`src/rtl/sdrc_bank_arb.sv`:
```
// sdrc_bank_arb: picks one of four bank requests per cycle and forwards it to the transfer controller.
// Ports: clk/reset_n (sync, active-low); bk_* per-bank request bundles in, bk_ack per-bank accept out;
// b2x_* granted command to xfr_ctl, x2b_ack accept from xfr_ctl; arb_locked burst-lock status.
module sdrc_bank_arb #(
  parameter int REQ_BW   = 12,
  parameter int ID_W     = 4,
  parameter int MAX_WAIT = 8
) (
  input  logic                clk,
  input  logic                reset_n,
  input  logic [3:0]          bk_req,
  input  logic [7:0]          bk_cmd,
  input  logic [51:0]         bk_addr,
  input  logic [4*ID_W-1:0]   bk_id,
  input  logic [4*REQ_BW-1:0] bk_len,
  input  logic [3:0]          bk_start,
  input  logic [3:0]          bk_last,
  input  logic [3:0]          bk_wrap,
  output logic [3:0]          bk_ack,
  output logic                b2x_req,
  output logic [1:0]          b2x_ba,
  output logic [1:0]          b2x_cmd,
  output logic [12:0]         b2x_addr,
  output logic [ID_W-1:0]     b2x_id,
  output logic [REQ_BW-1:0]   b2x_len,
  output logic                b2x_start,
  output logic                b2x_last,
  output logic                b2x_wrap,
  input  logic                x2b_ack,
  output logic                arb_locked
);
  logic [1:0] rr_q, rr_d, lock_ba_q, lock_ba_d, gnt;
  logic       lock_vld_q, lock_vld_d, acc;
  logic [3:0] starve_q [4];
  logic [3:0] starve_d [4];
  logic [3:0] data, urgent, cand;
  // cmd[1] set means RD/WR; urgent row-class banks override the data-class preference
  always_comb begin
    for (int i = 0; i < 4; i++) begin
      data[i]   = bk_cmd[2*i+1];
      urgent[i] = bk_req[i] & ~data[i] & (starve_q[i] == 4'(MAX_WAIT));
    end
    cand = lock_vld_q       ? (bk_req & (4'b1 << lock_ba_q)) :
           |urgent          ? urgent :
           |(bk_req & data) ? (bk_req & data) : bk_req;
    // descending scan so the candidate closest to rr_q is assigned last
    gnt = rr_q;
    for (int k = 3; k >= 0; k--)
      if (cand[rr_q + 2'(k)]) gnt = rr_q + 2'(k);
  end
  assign b2x_req    = reset_n & |cand;
  assign acc        = b2x_req & x2b_ack;
  assign bk_ack     = acc ? (4'b1 << gnt) : 4'b0;
  assign b2x_ba     = gnt;
  assign b2x_cmd    = bk_cmd[2*gnt +: 2];
  assign b2x_addr   = bk_addr[13*gnt +: 13];
  assign b2x_id     = bk_id[ID_W*gnt +: ID_W];
  assign b2x_len    = bk_len[REQ_BW*gnt +: REQ_BW];
  assign b2x_start  = bk_start[gnt];
  assign b2x_last   = bk_last[gnt];
  assign b2x_wrap   = bk_wrap[gnt];
  assign arb_locked = reset_n & lock_vld_q;
  always_comb begin
    rr_d       = acc ? gnt + 2'd1 : rr_q;
    lock_vld_d = lock_vld_q;
    lock_ba_d  = lock_ba_q;
    // only data-class accepts touch the lock; row-class from the locked bank leaves it alone
    if (acc && data[gnt]) begin
      if (!bk_last[gnt]) begin
        lock_vld_d = 1'b1;
        lock_ba_d  = gnt;
      end else if (gnt == lock_ba_q) lock_vld_d = 1'b0;
    end
    for (int i = 0; i < 4; i++)
      starve_d[i] = (!bk_req[i] || data[i] || bk_ack[i]) ? 4'd0 :
                    (starve_q[i] == 4'(MAX_WAIT))         ? starve_q[i] : starve_q[i] + 4'd1;
  end
  always_ff @(posedge clk) begin
    if (!reset_n) begin
      rr_q       <= 2'd0;
      lock_vld_q <= 1'b0;
      lock_ba_q  <= 2'd0;
      for (int i = 0; i < 4; i++) starve_q[i] <= 4'd0;
    end else begin
      rr_q       <= rr_d;
      lock_vld_q <= lock_vld_d;
      lock_ba_q  <= lock_ba_d;
      starve_q   <= starve_d;
    end
  end
endmodule

```
`config.mk`:
```
export PLATFORM = sky130hd
export DESIGN_NAME = sdrc_bank_arb
export DESIGN_NICKNAME = d
export VERILOG_FILES = /design/src/rtl/sdrc_bank_arb.sv
export SDC_FILE = /design/constraint.sdc
export NUM_CORES = 1
export LEC_CHECK = 0
export ABC_AREA = 1
export BUFFER_PORTS_ARGS = -buffer_cell sky130_fd_sc_hd__buf_2
export CAP_MARGIN = 10
export CELL_PAD_IN_SITES_DETAIL_PLACEMENT = 0
export CELL_PAD_IN_SITES_GLOBAL_PLACEMENT = 1
export CORE_MARGIN = 4
export CORE_UTILIZATION = 27
export CTS_CLUSTER_SIZE = 12
export DETAILED_ROUTE_END_ITERATION = 10
export HOLD_SLACK_MARGIN = 0.1
export PLACE_DENSITY = 0.9
export RECOVER_POWER = 100
export SLEW_MARGIN = 40
export SYNTH_ARGS = -nofsm -noshare
export SYNTH_HDL_FRONTEND = slang
export SYNTH_SLANG_ARGS = --single-unit
```
`constraint.sdc`:
```
create_clock -name clk -period 3.9 [get_ports clk]
set_input_delay 0.78 -clock clk [delete_from_list [all_inputs] [get_ports clk]]
set_output_delay 0.78 -clock clk [all_outputs]
set_load 0.1 [all_outputs]
```
==> results.md <==
* Min-delay src: starve_q[0]$_SDFFE_PP0P_
* Fraction of registers with async set/reset at 0
* Cell type of the slowest stage on the worst timing path: dfxtp_2
* Die boundary width at roughly 110 um
* Critical path fanouts, max at 6
* Area of combinational cells with multiple inputs at between 0.002 and 0.0025 sq mm
* Unrepaired setup endpoints after global routing: yes
* Clock buffer count from CTS at 3
* TritonCTS clock tree: built
* Initial cell density of the core at 0.278
* Global-route wire length before repair at between 15000 and 20000 um
* Hold_buf cts at 0
* Arrival time of the worst setup path at roughly 3.1 ns
* Clock period minus final worst setup slack at about 4 ns
* Clock-pin slew of the registers on the worst-case setup and hold paths at 0.09 ns
* Antenna violations before repair at 1
* Buffers and inverters on the worst path at 5
* Antenna viol nets, final at 0
* Total half-perimeter wirelength after legalization and detailed placement at between 8000 and 9000 um
* Max Cap Viol at 0
* Detailed-route wire length at 11500 um
* Setup CP Type: flip-flop to output pin
* Clock tree skew after final layout at 0.00647 ns
* Total of warnings raised by yosys at 0
* Number of nets in the layout at 746
* All-layer global routing usage at 0.182
* FF-to-FF path depth at 27
* Slowest Stage Delay on Critical Path at ~0.33 ns
* Syn Area/Cell at around 6.5 sq um
* Die outline height at roughly 110 um
* GP Congestion at 0.893
* Dominant delay contributor by cell family on the critical path: simple AND/OR/NAND/NOR gates
* Placeable Area at approximately 0.0092 sq mm
* Number of clock sinks at 21
* Status: finished, violations left
* Actual slew at the worst max-slew pin at roughly 1.2 ns
* Via density at a little under 5
* Cell chain of the critical path: inv_1 -> ha_2 -> nand2_2 -> nor2_4 -> nand2_2 -> nand2_4 -> nor2_4 -> nand2_2 -> nand3_2 -> nand3_1 -> nand3_2 -> nand2_1 -> inv_1 -> nand2_2 -> nand2_4 -> nand2_4 -> nand2_8 -> nand2_8 -> inv_6 -> nor2_4 -> clkbuf_16 -> a22oi_2 -> o21ai_4 -> buf_12
* Final Instance Area at between 0.005 and 0.006 sq mm
* Number of flip-flops and latches in the synthesized netlist at 21
* Kind of end point of the critical path: output pin
* Area growth from synthesis to final layout at 101%
* Violations in the final reports: setup timing
* Hold path endpoint: starve_q[0]$_SDFFE_PP0P_
* Startpoint of the lowest-slack register-to-register path: starve_q[13]$_SDFFE_PP0P_
* Combined flip-flop and latch cell area at ~430 sq um
* Endpoint of the worst-slack reg-to-reg timing path: lock_ba_q[1]$_SDFFE_PN0P_
* Maximum count of clock buffers along a single path at 2
* Core Rows at 35
* Most frequent CP cell: nand2_2
* WL/cell at 15.9 um
* Synth area leader: dfxtp_1
* Total setup violations reported at the end of the flow at 21
* Flip-flop cell with the highest count after synthesis: dfxtp_1
* Most numerous cell types in the synthesized netlist: 53 x nor2_1, 46 x nand2_1, 38 x o21ai_0
* CTS Root Buffer Type: clkbuf_8
* Placed Instance Area at between 0.004 and 0.005 sq mm
* Library cell with the highest instance count after synthesis: nor2_1
* Period Utilization, post-route at 1.01
* Top-area cell type share of the netlist area at 0.164
* Total Die Area at about 0.011 sq mm
* 1st-pass router iterations at 4
* H-tree Lvls at 1
* Final-layout fill cell count at 832
* Sequential element share of the synthesized area at 0.164
* Final slew viol count at 0
* CP Data Required Time at approximately 3.1 ns
* Number of hold-slack violations in the final timing report at 0
* Pin count of the biggest net entering global routing at 33
* Distinct cell type count of the synthesized netlist at 35
* Worst slack at placement at -0.0102 ns
* Fraction of final layout cells with drive strength greater than 1 at 0.623
* Quantity of I/O buffers inserted on ports at approximately 180
* Achievable Freq at around 260 MHz
* Netlist Area Pre-Place at between 0.002 and 0.003 sq mm
* Main area contributors after synthesis: dfxtp_1 16%, a22oi_1 9.4%, nor2_1 7.7%
* EDFF count, synth at 0
* Class of the tightest hold or removal check: flip-flop to flip-flop
* Synth Instances at 395
* Via count of the first global-routing pass at between 3000 and 4000
* Count of cells along the worst hold path at 2
* # DRC at 0
* Max_slew headroom at 0.222
* Smallest setup slack after layout at -0.0213 ns
* Worst-case register-to-register setup slack at roughly 0.91 ns
* DRC violation total after the first TritonRoute iteration at around 160
* I/O pin total at 185
* Remaining global-route overflow at 0
* Skew-Pair Late Insertion Delay at 0.27 ns
* Startpoint kind of the worst setup timing path: flip-flop
* Number of nets produced by synthesis at roughly 550
* Via count at around 3500
==> tightest hold or removal path, delay by kind of cell (launching register included) <==
kind | cells | cell delay, ns
flip-flops | 1 | 0.33
AND/OR/NAND/NOR | 1 | 0.06
AO/OA/AOI/OAI | 1 | 0.05
==> final cells by class <==
cell class | instances | share of cell area
well taps | 129 | 0.0313
clock buffers | 3 | 0.00799
diodes | 1 | 0.000484
flip-flops and latches | 21 | 0.0831
inverters | 40 | 0.0300
repair buffers | 214 | 0.369
clock inverters | 1 | 0.000969
multi-input cells | 315 | 0.477
==> per-stage QoR <==
step	util	setup TNS [ns]	hold WS [ns]	cells
global placement	0.500	0	0.481	703
detailed placement	0.500	-0.0102	0.493	703
floorplan	-	-0.408	0.468	395
global route	0.559	-5.54	0.512	724
CTS	0.507	-0.0642	0.487	707
finish	0.559	-0.176	0.477	724
==> flip-flops by register name, summed over array words and instances (netlist names) <==
signal / cells
lock_ba_q: 2
lock_vld_q: 1
rr_q: 2
starve_q: 16
==> layout by cell type (no fill, tap or decap), types with 2 or more instances in the layout <==
cell	n
ha_2	2
a21oi_1	8
nand3b_1	2
a211oi_2	3
a22oi_2	26
o21ai_2	5
nand3_1	20
buf_6	9
nand2_1	34
buf_12	43
clkbuf_16	3
nor2_2	4
nand2_4	8
dfxtp_2	7
nand4_1	2
nand2_2	23
nand2_8	2
buf_2	135
o21ai_1	4
nand3_4	2
o21ai_4	28
a22oi_1	6
xnor2_1	5
dfxtp_1	14
nor2_4	11
inv_1	27
o21ai_0	36
xor2_1	4
nor2_1	48
clkbuf_8	3
ha_1	5
nand3_2	16
inv_2	11
buf_8	2
buf_4	21
nor3_1	4
==> worst max-delay path by stage <==
stage,from,endpoint,cells past startpoint
after floorplan,bk_req[1],b2x_addr[6],19
after CTS,starve_q[4]$_SDFFE_PP0P_,b2x_len[0],24
after global routing,starve_q[5]$_SDFFE_PP0P_,b2x_len[11],24
final,starve_q[13]$_SDFFE_PP0P_,b2x_len[3],24
after detailed placement,bk_cmd[3],b2x_len[4],22
after global placement,bk_cmd[3],b2x_len[7],24
==> metal layers <==
| metal | global-route usage | wire (um) | vias up |
|---|---|---|---|
| li1 | - | - | 1748 |
| met1 | 0.192 | 4180 | 1643 |
| met2 | 0.366 | 6460 | 135 |
| met3 | 0.0257 | 658 | 20 |
| met4 | 0.0564 | 240 | 0 |
| met5 | 0 | 0 | - |
==> cell families after synthesis <==
kind of cell	count (synthesis)	synth area share
and+or+nand+nor	178	0.381
xor gates and xnor gates	9	0.0307
AOI/OAI and AO/OA	120	0.279
buffers and inverters	59	0.107
adders and majority gates	8	0.0390
DFF	21	0.164
==> repair_timing <==
item                                    CTS  global route
setup buffers                             0            15
cloned                                    0             3
pin swaps                                 0            31
endpoints found under the setup margin   31            38
gates resized for setup                   8            93
Power is not shown: default switching activity piles up to over one toggle a cycle in this logic, so the estimate is an artifact.
